$ cat src/rtl/mem_port_arbiter_if.sv
// Bundle of the fetch-side, data-side and memory-side signals of mem_port_arbiter.
// slave is the arbiter's view; master is the view of the requesters plus memory.
interface mem_port_arbiter_if;
    logic        i_req;
    logic [31:0] i_address;
    logic [1:0]  i_access_size;
    logic        i_done;
    logic [31:0] i_rdata;
    logic        i_stall;

    logic        d_req;
    logic        d_rw;
    logic [31:0] d_address;
    logic [1:0]  d_access_size;
    logic [31:0] d_wdata;
    logic        d_done;
    logic [31:0] d_rdata;
    logic        d_stall;

    logic        mem_enable;
    logic        mem_rw;
    logic [31:0] mem_address;
    logic [1:0]  mem_access_size;
    logic [31:0] mem_data_in;
    logic [31:0] mem_data_out;

    modport slave (
        input  i_req, i_address, i_access_size,
        output i_done, i_rdata, i_stall,
        input  d_req, d_rw, d_address, d_access_size, d_wdata,
        output d_done, d_rdata, d_stall,
        output mem_enable, mem_rw, mem_address, mem_access_size, mem_data_in,
        input  mem_data_out
    );

    modport master (
        output i_req, i_address, i_access_size,
        input  i_done, i_rdata, i_stall,
        output d_req, d_rw, d_address, d_access_size, d_wdata,
        input  d_done, d_rdata, d_stall,
        input  mem_enable, mem_rw, mem_address, mem_access_size, mem_data_in,
        output mem_data_out
    );
endinterface

$ cat src/rtl/mem_port_arbiter.sv
// Single-port memory arbiter between fetch (read-only) and memory stage (read/write).
// One grant at a time, MEM_LATENCY enable cycles per access, bounded D priority.
module mem_port_arbiter #(
    parameter int MEM_LATENCY = 2,
    parameter int D_MAX       = 4
) (
    input  logic               clock,
    input  logic               reset,
    mem_port_arbiter_if.slave  bus
);
    typedef enum logic [1:0] {IDLE, BUSY_I, BUSY_D} state_t;

    localparam int             SW         = $clog2(D_MAX + 1);
    localparam logic [1:0]     LAT_INIT   = 2'(MEM_LATENCY - 1);
    localparam logic [SW-1:0]  STREAK_MAX = SW'(D_MAX);

    state_t        state_q, state_d;
    logic [1:0]    lat_cnt_q, lat_cnt_d;
    logic [SW-1:0] d_streak_q, d_streak_d;
    logic          en_q, en_d;
    logic          rw_q, rw_d;
    logic [31:0]   addr_q, addr_d;
    logic [1:0]    size_q, size_d;
    logic [31:0]   wdata_q, wdata_d;
    logic          i_done_q, i_done_d;
    logic          d_done_q, d_done_d;
    logic [31:0]   i_rdata_q, i_rdata_d;
    logic [31:0]   d_rdata_q, d_rdata_d;

    logic idle_ok, grant_i, grant_d;

    // The IDLE cycle carrying a done pulse is a dead turnaround cycle: the completing
    // stage needs it to advance, so neither side may be granted until the next cycle.
    assign idle_ok = (state_q == IDLE) && !i_done_q && !d_done_q;
    assign grant_i = idle_ok && bus.i_req && (!bus.d_req || d_streak_q == STREAK_MAX);
    assign grant_d = idle_ok && bus.d_req && !grant_i;

    always_comb begin
        state_d    = state_q;
        lat_cnt_d  = lat_cnt_q;
        d_streak_d = d_streak_q;
        en_d       = en_q;
        rw_d       = rw_q;
        addr_d     = addr_q;
        size_d     = size_q;
        wdata_d    = wdata_q;
        i_done_d   = 1'b0;
        d_done_d   = 1'b0;
        i_rdata_d  = i_rdata_q;
        d_rdata_d  = d_rdata_q;

        case (state_q)
            IDLE: begin
                if (grant_i) begin
                    state_d    = BUSY_I;
                    lat_cnt_d  = LAT_INIT;
                    en_d       = 1'b1;
                    rw_d       = 1'b1;
                    addr_d     = bus.i_address;
                    size_d     = bus.i_access_size;
                    wdata_d    = 32'h0;
                    d_streak_d = '0;
                end else if (grant_d) begin
                    state_d    = BUSY_D;
                    lat_cnt_d  = LAT_INIT;
                    en_d       = 1'b1;
                    rw_d       = bus.d_rw;
                    addr_d     = bus.d_address;
                    size_d     = bus.d_access_size;
                    wdata_d    = bus.d_wdata;
                    if (!bus.i_req)
                        d_streak_d = '0;
                    else if (d_streak_q != STREAK_MAX)
                        d_streak_d = d_streak_q + 1'b1;
                end
            end
            BUSY_I, BUSY_D: begin
                if (lat_cnt_q != 2'd0) begin
                    lat_cnt_d = lat_cnt_q - 2'd1;
                end else begin
                    state_d = IDLE;
                    en_d    = 1'b0;
                    if (state_q == BUSY_I) begin
                        i_done_d  = 1'b1;
                        i_rdata_d = bus.mem_data_out;
                    end else begin
                        d_done_d = 1'b1;
                        if (rw_q)
                            d_rdata_d = bus.mem_data_out;
                    end
                end
            end
            default: state_d = IDLE;
        endcase
    end

    always_ff @(posedge clock) begin
        if (reset) begin
            state_q    <= IDLE;
            lat_cnt_q  <= 2'd0;
            d_streak_q <= '0;
            en_q       <= 1'b0;
            rw_q       <= 1'b0;
            addr_q     <= 32'h0;
            size_q     <= 2'd0;
            wdata_q    <= 32'h0;
            i_done_q   <= 1'b0;
            d_done_q   <= 1'b0;
            i_rdata_q  <= 32'h0;
            d_rdata_q  <= 32'h0;
        end else begin
            state_q    <= state_d;
            lat_cnt_q  <= lat_cnt_d;
            d_streak_q <= d_streak_d;
            en_q       <= en_d;
            rw_q       <= rw_d;
            addr_q     <= addr_d;
            size_q     <= size_d;
            wdata_q    <= wdata_d;
            i_done_q   <= i_done_d;
            d_done_q   <= d_done_d;
            i_rdata_q  <= i_rdata_d;
            d_rdata_q  <= d_rdata_d;
        end
    end

    assign bus.i_done          = i_done_q;
    assign bus.i_rdata         = i_rdata_q;
    assign bus.i_stall         = bus.i_req & ~i_done_q;
    assign bus.d_done          = d_done_q;
    assign bus.d_rdata         = d_rdata_q;
    assign bus.d_stall         = bus.d_req & ~d_done_q;
    assign bus.mem_enable      = en_q;
    assign bus.mem_rw          = rw_q;
    assign bus.mem_address     = addr_q;
    assign bus.mem_access_size = size_q;
    assign bus.mem_data_in     = wdata_q;
endmodule

$ cat src/flat_wrapper.sv
// flat-port wrapper written by rule: the top's interface ports become plain ports
module mem_port_arbiter_flat 
#(
    parameter int MEM_LATENCY = 2,
    parameter int D_MAX       = 4
)
  (clock, reset, bus_i_req, bus_i_address, bus_i_access_size, bus_i_done, bus_i_rdata, bus_i_stall, bus_d_req, bus_d_rw, bus_d_address, bus_d_access_size, bus_d_wdata, bus_d_done, bus_d_rdata, bus_d_stall, bus_mem_enable, bus_mem_rw, bus_mem_address, bus_mem_access_size, bus_mem_data_in, bus_mem_data_out);
  mem_port_arbiter_if bus_i ();
  input  logic clock;
  input  logic reset;
  input wire logic [$bits(bus_i.i_req)-1:0] bus_i_req;
  input wire logic [$bits(bus_i.i_address)-1:0] bus_i_address;
  input wire logic [$bits(bus_i.i_access_size)-1:0] bus_i_access_size;
  output wire logic [$bits(bus_i.i_done)-1:0] bus_i_done;
  output wire logic [$bits(bus_i.i_rdata)-1:0] bus_i_rdata;
  output wire logic [$bits(bus_i.i_stall)-1:0] bus_i_stall;
  input wire logic [$bits(bus_i.d_req)-1:0] bus_d_req;
  input wire logic [$bits(bus_i.d_rw)-1:0] bus_d_rw;
  input wire logic [$bits(bus_i.d_address)-1:0] bus_d_address;
  input wire logic [$bits(bus_i.d_access_size)-1:0] bus_d_access_size;
  input wire logic [$bits(bus_i.d_wdata)-1:0] bus_d_wdata;
  output wire logic [$bits(bus_i.d_done)-1:0] bus_d_done;
  output wire logic [$bits(bus_i.d_rdata)-1:0] bus_d_rdata;
  output wire logic [$bits(bus_i.d_stall)-1:0] bus_d_stall;
  output wire logic [$bits(bus_i.mem_enable)-1:0] bus_mem_enable;
  output wire logic [$bits(bus_i.mem_rw)-1:0] bus_mem_rw;
  output wire logic [$bits(bus_i.mem_address)-1:0] bus_mem_address;
  output wire logic [$bits(bus_i.mem_access_size)-1:0] bus_mem_access_size;
  output wire logic [$bits(bus_i.mem_data_in)-1:0] bus_mem_data_in;
  input wire logic [$bits(bus_i.mem_data_out)-1:0] bus_mem_data_out;
  assign bus_i.i_req = bus_i_req;
  assign bus_i.i_address = bus_i_address;
  assign bus_i.i_access_size = bus_i_access_size;
  assign bus_i_done = bus_i.i_done;
  assign bus_i_rdata = bus_i.i_rdata;
  assign bus_i_stall = bus_i.i_stall;
  assign bus_i.d_req = bus_d_req;
  assign bus_i.d_rw = bus_d_rw;
  assign bus_i.d_address = bus_d_address;
  assign bus_i.d_access_size = bus_d_access_size;
  assign bus_i.d_wdata = bus_d_wdata;
  assign bus_d_done = bus_i.d_done;
  assign bus_d_rdata = bus_i.d_rdata;
  assign bus_d_stall = bus_i.d_stall;
  assign bus_mem_enable = bus_i.mem_enable;
  assign bus_mem_rw = bus_i.mem_rw;
  assign bus_mem_address = bus_i.mem_address;
  assign bus_mem_access_size = bus_i.mem_access_size;
  assign bus_mem_data_in = bus_i.mem_data_in;
  assign bus_i.mem_data_out = bus_mem_data_out;
  mem_port_arbiter #(.MEM_LATENCY(MEM_LATENCY), .D_MAX(D_MAX)) u_core (.clock(clock), .reset(reset), .bus(bus_i));
endmodule
$ cat config.mk
export PLATFORM = sky130hd
export DESIGN_NAME = mem_port_arbiter_flat
export DESIGN_NICKNAME = d
export VERILOG_FILES = /design/src/rtl/mem_port_arbiter_if.sv /design/src/rtl/mem_port_arbiter.sv /design/src/flat_wrapper.sv
export SDC_FILE = /design/constraint.sdc
export NUM_CORES = 1
export LEC_CHECK = 0
export CORE_ASPECT_RATIO = 0.7
export CORE_MARGIN = 4
export CORE_UTILIZATION = 44
export DETAILED_ROUTE_END_ITERATION = 10
export GPL_ROUTABILITY_DRIVEN = 0
export PLACE_DENSITY = 0.89
export SYNTH_ARGS = -nofsm -noshare
export SYNTH_HDL_FRONTEND = slang
export SYNTH_SLANG_ARGS = --single-unit
$ cat constraint.sdc
create_clock -name clock -period 4.67 [get_ports clock]
set_clock_uncertainty 0.1 [all_clocks]
set_input_delay 1.1675 -clock clock [delete_from_list [all_inputs] [get_ports clock]]
set_output_delay 1.1675 -clock clock [all_outputs]
set_load 0.02 [all_outputs]
==> results.md <==
* Post-synthesis compound-gate area fraction at 19.49%
* DR pass1 iterations at 5
* DP Area at 0.008358 mm²
* # IOs at 273
* CTS root buf: clkbuf_16
* GRT busiest layer: met2
* Syn avg cell area at 8.258 µm²
* Simple-Gate Fraction of Synth Area at 23.44%
* Logic pwr share at 27.0%
* Max capacitance violation total at 0
* Final Cycle Share at between 80% and 90%
* Overflow after GRT at 0
* Fillers at 911
* Top_reg_cell synth: dfxtp_1
* Initial antenna violation count at 0
* TritonCTS buffer count at 17
* WL final at 18090 µm
* Worst slew margin at 36.87%
* Clk sinks at 141
* Clk pwr share at 36.7%
* Pins over their slew limit at 0
* Tot GR Track Use at between 20% and 30%
* WS Path Type: in2out
* Vias/cell at 5.108
* Dpl hpwl at 12620 µm
* EDFF count, synth at 0
* Cell area power density at 429.4 mW/mm²
* CTS Buffer Depth at 2
* Worst path required time at 3.40 ns
* Post-cts sizing count at 0
* Critical Path Start Type: input port
* Chip width at between 100 and 150 µm
* Hold crit path type: reg2reg
* Row count at 34
* Vias post-DR at 5634
* Core area at 0.01242 mm²
* Initial Utilization at 45.07%
* Ant. Diodes at 0
* Drc violations at 0
* CP arrival at 2.62 ns
* Met1 usage at 29.13%
* Min Tclk post-route at 3.889 ns
* Fmax at 257.1 MHz
* Switch Pwr at 1193 µW
* Setup TNS at 0 ns
* Status: finished, final reports clean
* Setup ws final at 0.7809 ns
* Share of layout cells above drive strength 1 at 8.820%
* # port buffers at 272
* Mapped cell area at 0.005599 mm²
* Post-synth top area share at between 50 and 60%
* Synth-to-Final Area Change at 60.36%
* First-pass GRT wire length at roughly 28000 µm
* Top-count cell post-synth: nand2_1
* DIE HEIGHT at 102.4 µm
* Drt wl/cell at approximately 16 µm
* Area contributors post-synth: dfxtp_1 50%, nand2_1 18%, a21oi_1 9.3%, a311oi_2 8.8%, nor2_1 2.5%
* Met3 Track Usage GR at 8.887%
* Pre-CTS setup slack at 0.7817 ns
* Post-CTS setup buffers at 0
* Synth Instances at 678
* CP endpoint kind: output pin
* Synth warn at 0
* Area share of fa/ha/maj cells after synthesis at between 1 and 1.5%
* RSZ-0062 raised after global routing: false
* Detail Route Antenna Nets at 0
* Largest family of logic cells by synthesized area: simple AND/OR/NAND/NOR gates
* Die ar. at around 0.015 mm²
* Post-Synth XOR/XNOR Area at 0%
* Int Pwr at 2663 µW
* Sw Ratio at 30.93%
* Worst-Margin Slew at 0.9459 ns
* Iter 0 DRT Violations at 254
* Synth unique cells at 31
* CP max FO at 8
* Fin nets at 1071
* Total power draw at 3855 µW
* Worst-path clk slew at 0.06 ns
* Vias in the first global route at between 5000 and 6000
* Mapped Nets at between 800 and 900
* H-tree level count at 4
* Register area share after synthesis at 50.41%
* Quantity of hold-fixing buffers added after cts at 0
* Leakage Power at 0.003172 µW
* Ys async rst share at 0%
* Final setup viols at 0
* Worst vdd ir at ~0.00029 V
* FF+latch count, synth at 141
* CTS tree: built
* Post-synthesis mux area share at 0%
* Seq pwr share at around 36%
* Most instantiated cells after synthesis: 267 x nand2_1, 141 x dfxtp_1, 104 x a21oi_1, 37 x nor2_1, 33 x a311oi_2
* Final Hold Viols at 0
* Clock latency at the later pin of the worst-skew pair at 0.40 ns
* Post-synth top area cell: dfxtp_1
* Met2 Track Usage GR at about two fifths
* Final instance area at 0.008979 mm²
* Largest net degree at the start of global routing at between 70 and 80
## power by group through the flow
| stage | clock (µW) | combinational (µW) | sequential (µW) |
|---|---|---|---|
| 6_report | 1410 | 1040 | 1400 |
| 5_1_grt | 1490 | 1120 | 1410 |
| 2_1_floorplan | 0 | 450 | 1560 |
| 4_1_cts | 1430 | 1050 | 1400 |
| 3_5_place_dp | 0 | 1040 | 1420 |
| 3_3_place_gp | 0 | 1020 | 1420 |
## metal layers
metal / up-vias / routed length, µm
met1: 2629 / 7287
met4: 0 / 279
met5: - / 0
li1: 2746 / -
met3: 27 / 1766
met2: 232 / 8754
## cells in the final DEF, fill, tap and decap left out, types with 2 or more instances in the layout
| cell | instances |
|---|---|
| clkdlybuf4s50_1 | 271 |
| nand2_1 | 267 |
| dfxtp_1 | 141 |
| a21oi_1 | 104 |
| nor2_1 | 37 |
| a311oi_2 | 33 |
| clkbuf_16 | 17 |
| buf_4 | 9 |
| inv_1 | 7 |
| ha_1 | 6 |
| nor2b_1 | 5 |
| inv_6 | 5 |
| nand3_1 | 4 |
| nor3_1 | 3 |
| bufinv_16 | 3 |
| clkinvlp_4 | 3 |
| nand4b_1 | 2 |
| a32o_1 | 2 |
| a311oi_1 | 2 |
| buf_12 | 2 |
## cell families (layout without fill, tap and decap cells)
group,Yosys count,in the layout
and+or+nand+nor,327,327
buffers and inverters,58,321
AOI/OAI and AO/OA,146,146
adders and majority gates,6,6
DFF,141,141
## worst max-delay path, cell delays in order
cell and delay [ns]:
clkdlybuf4s50_1 0.66, nor2b_1 0.18, clkdlybuf4s50_1 0.62
## registers in the layout, summed over array words and instances (netlist names)
signal and count:
u_core.bus.mem_data_in 32, u_core.lat_cnt_q 2, u_core.bus.mem_address 32, u_core.bus.mem_access_size 2, u_core.bus.d_rdata 32, u_core.state_q 2, u_core.d_streak_q 3, u_core.bus.mem_rw 1
u_core.bus.i_rdata 32, u_core.bus.i_done 1, u_core.bus.d_done 1, u_core.bus.mem_enable 1
## path summary, 6_finish.rpt
path / slack, ns / cells past startpoint / startpoint / endpoint
max reg2reg: 2.18 / 6 / u_core.state_q[0]$_SDFFE_PP0P_ / u_core.bus.mem_address[0]$_SDFFE_PP0P_
min: 0.35 / 2 / u_core.bus.d_rdata[11]$_SDFFE_PP0P_ / u_core.bus.d_rdata[11]$_SDFFE_PP0P_
min reg2reg: 0.35 / 2 / u_core.bus.d_rdata[11]$_SDFFE_PP0P_ / u_core.bus.d_rdata[11]$_SDFFE_PP0P_
max: 0.78 / 3 / bus_i_req / bus_i_stall
## area by class of cell
class                           count  area [µm²]  share of cell area (%)
Inverter                            7       26.28                  0.2926
Clock inverter                     14       181.4                   2.021
Tap cell                          162       202.7                   2.258
Clock buffer                       18       439.2                   4.891
Multi-Input combinational cell    479        2486                   27.69
Sequential cell                   141        2823                   31.44
Timing Repair Buffer              282        2820                   31.41
## metrics by stage
stage | utilization (%) | hold slack (ns) | std cells
floorplan | - | 0.3486 | 678
global placement | 67.28 | 0.3401 | 1071
detailed placement | 67.28 | 0.3454 | 1071
CTS | 72.28 | 0.3537 | 1103
global route | 72.28 | 0.3650 | 1103
finish | 72.28 | 0.3520 | 1103
Note: power is estimated with default switching activity, not from simulation.
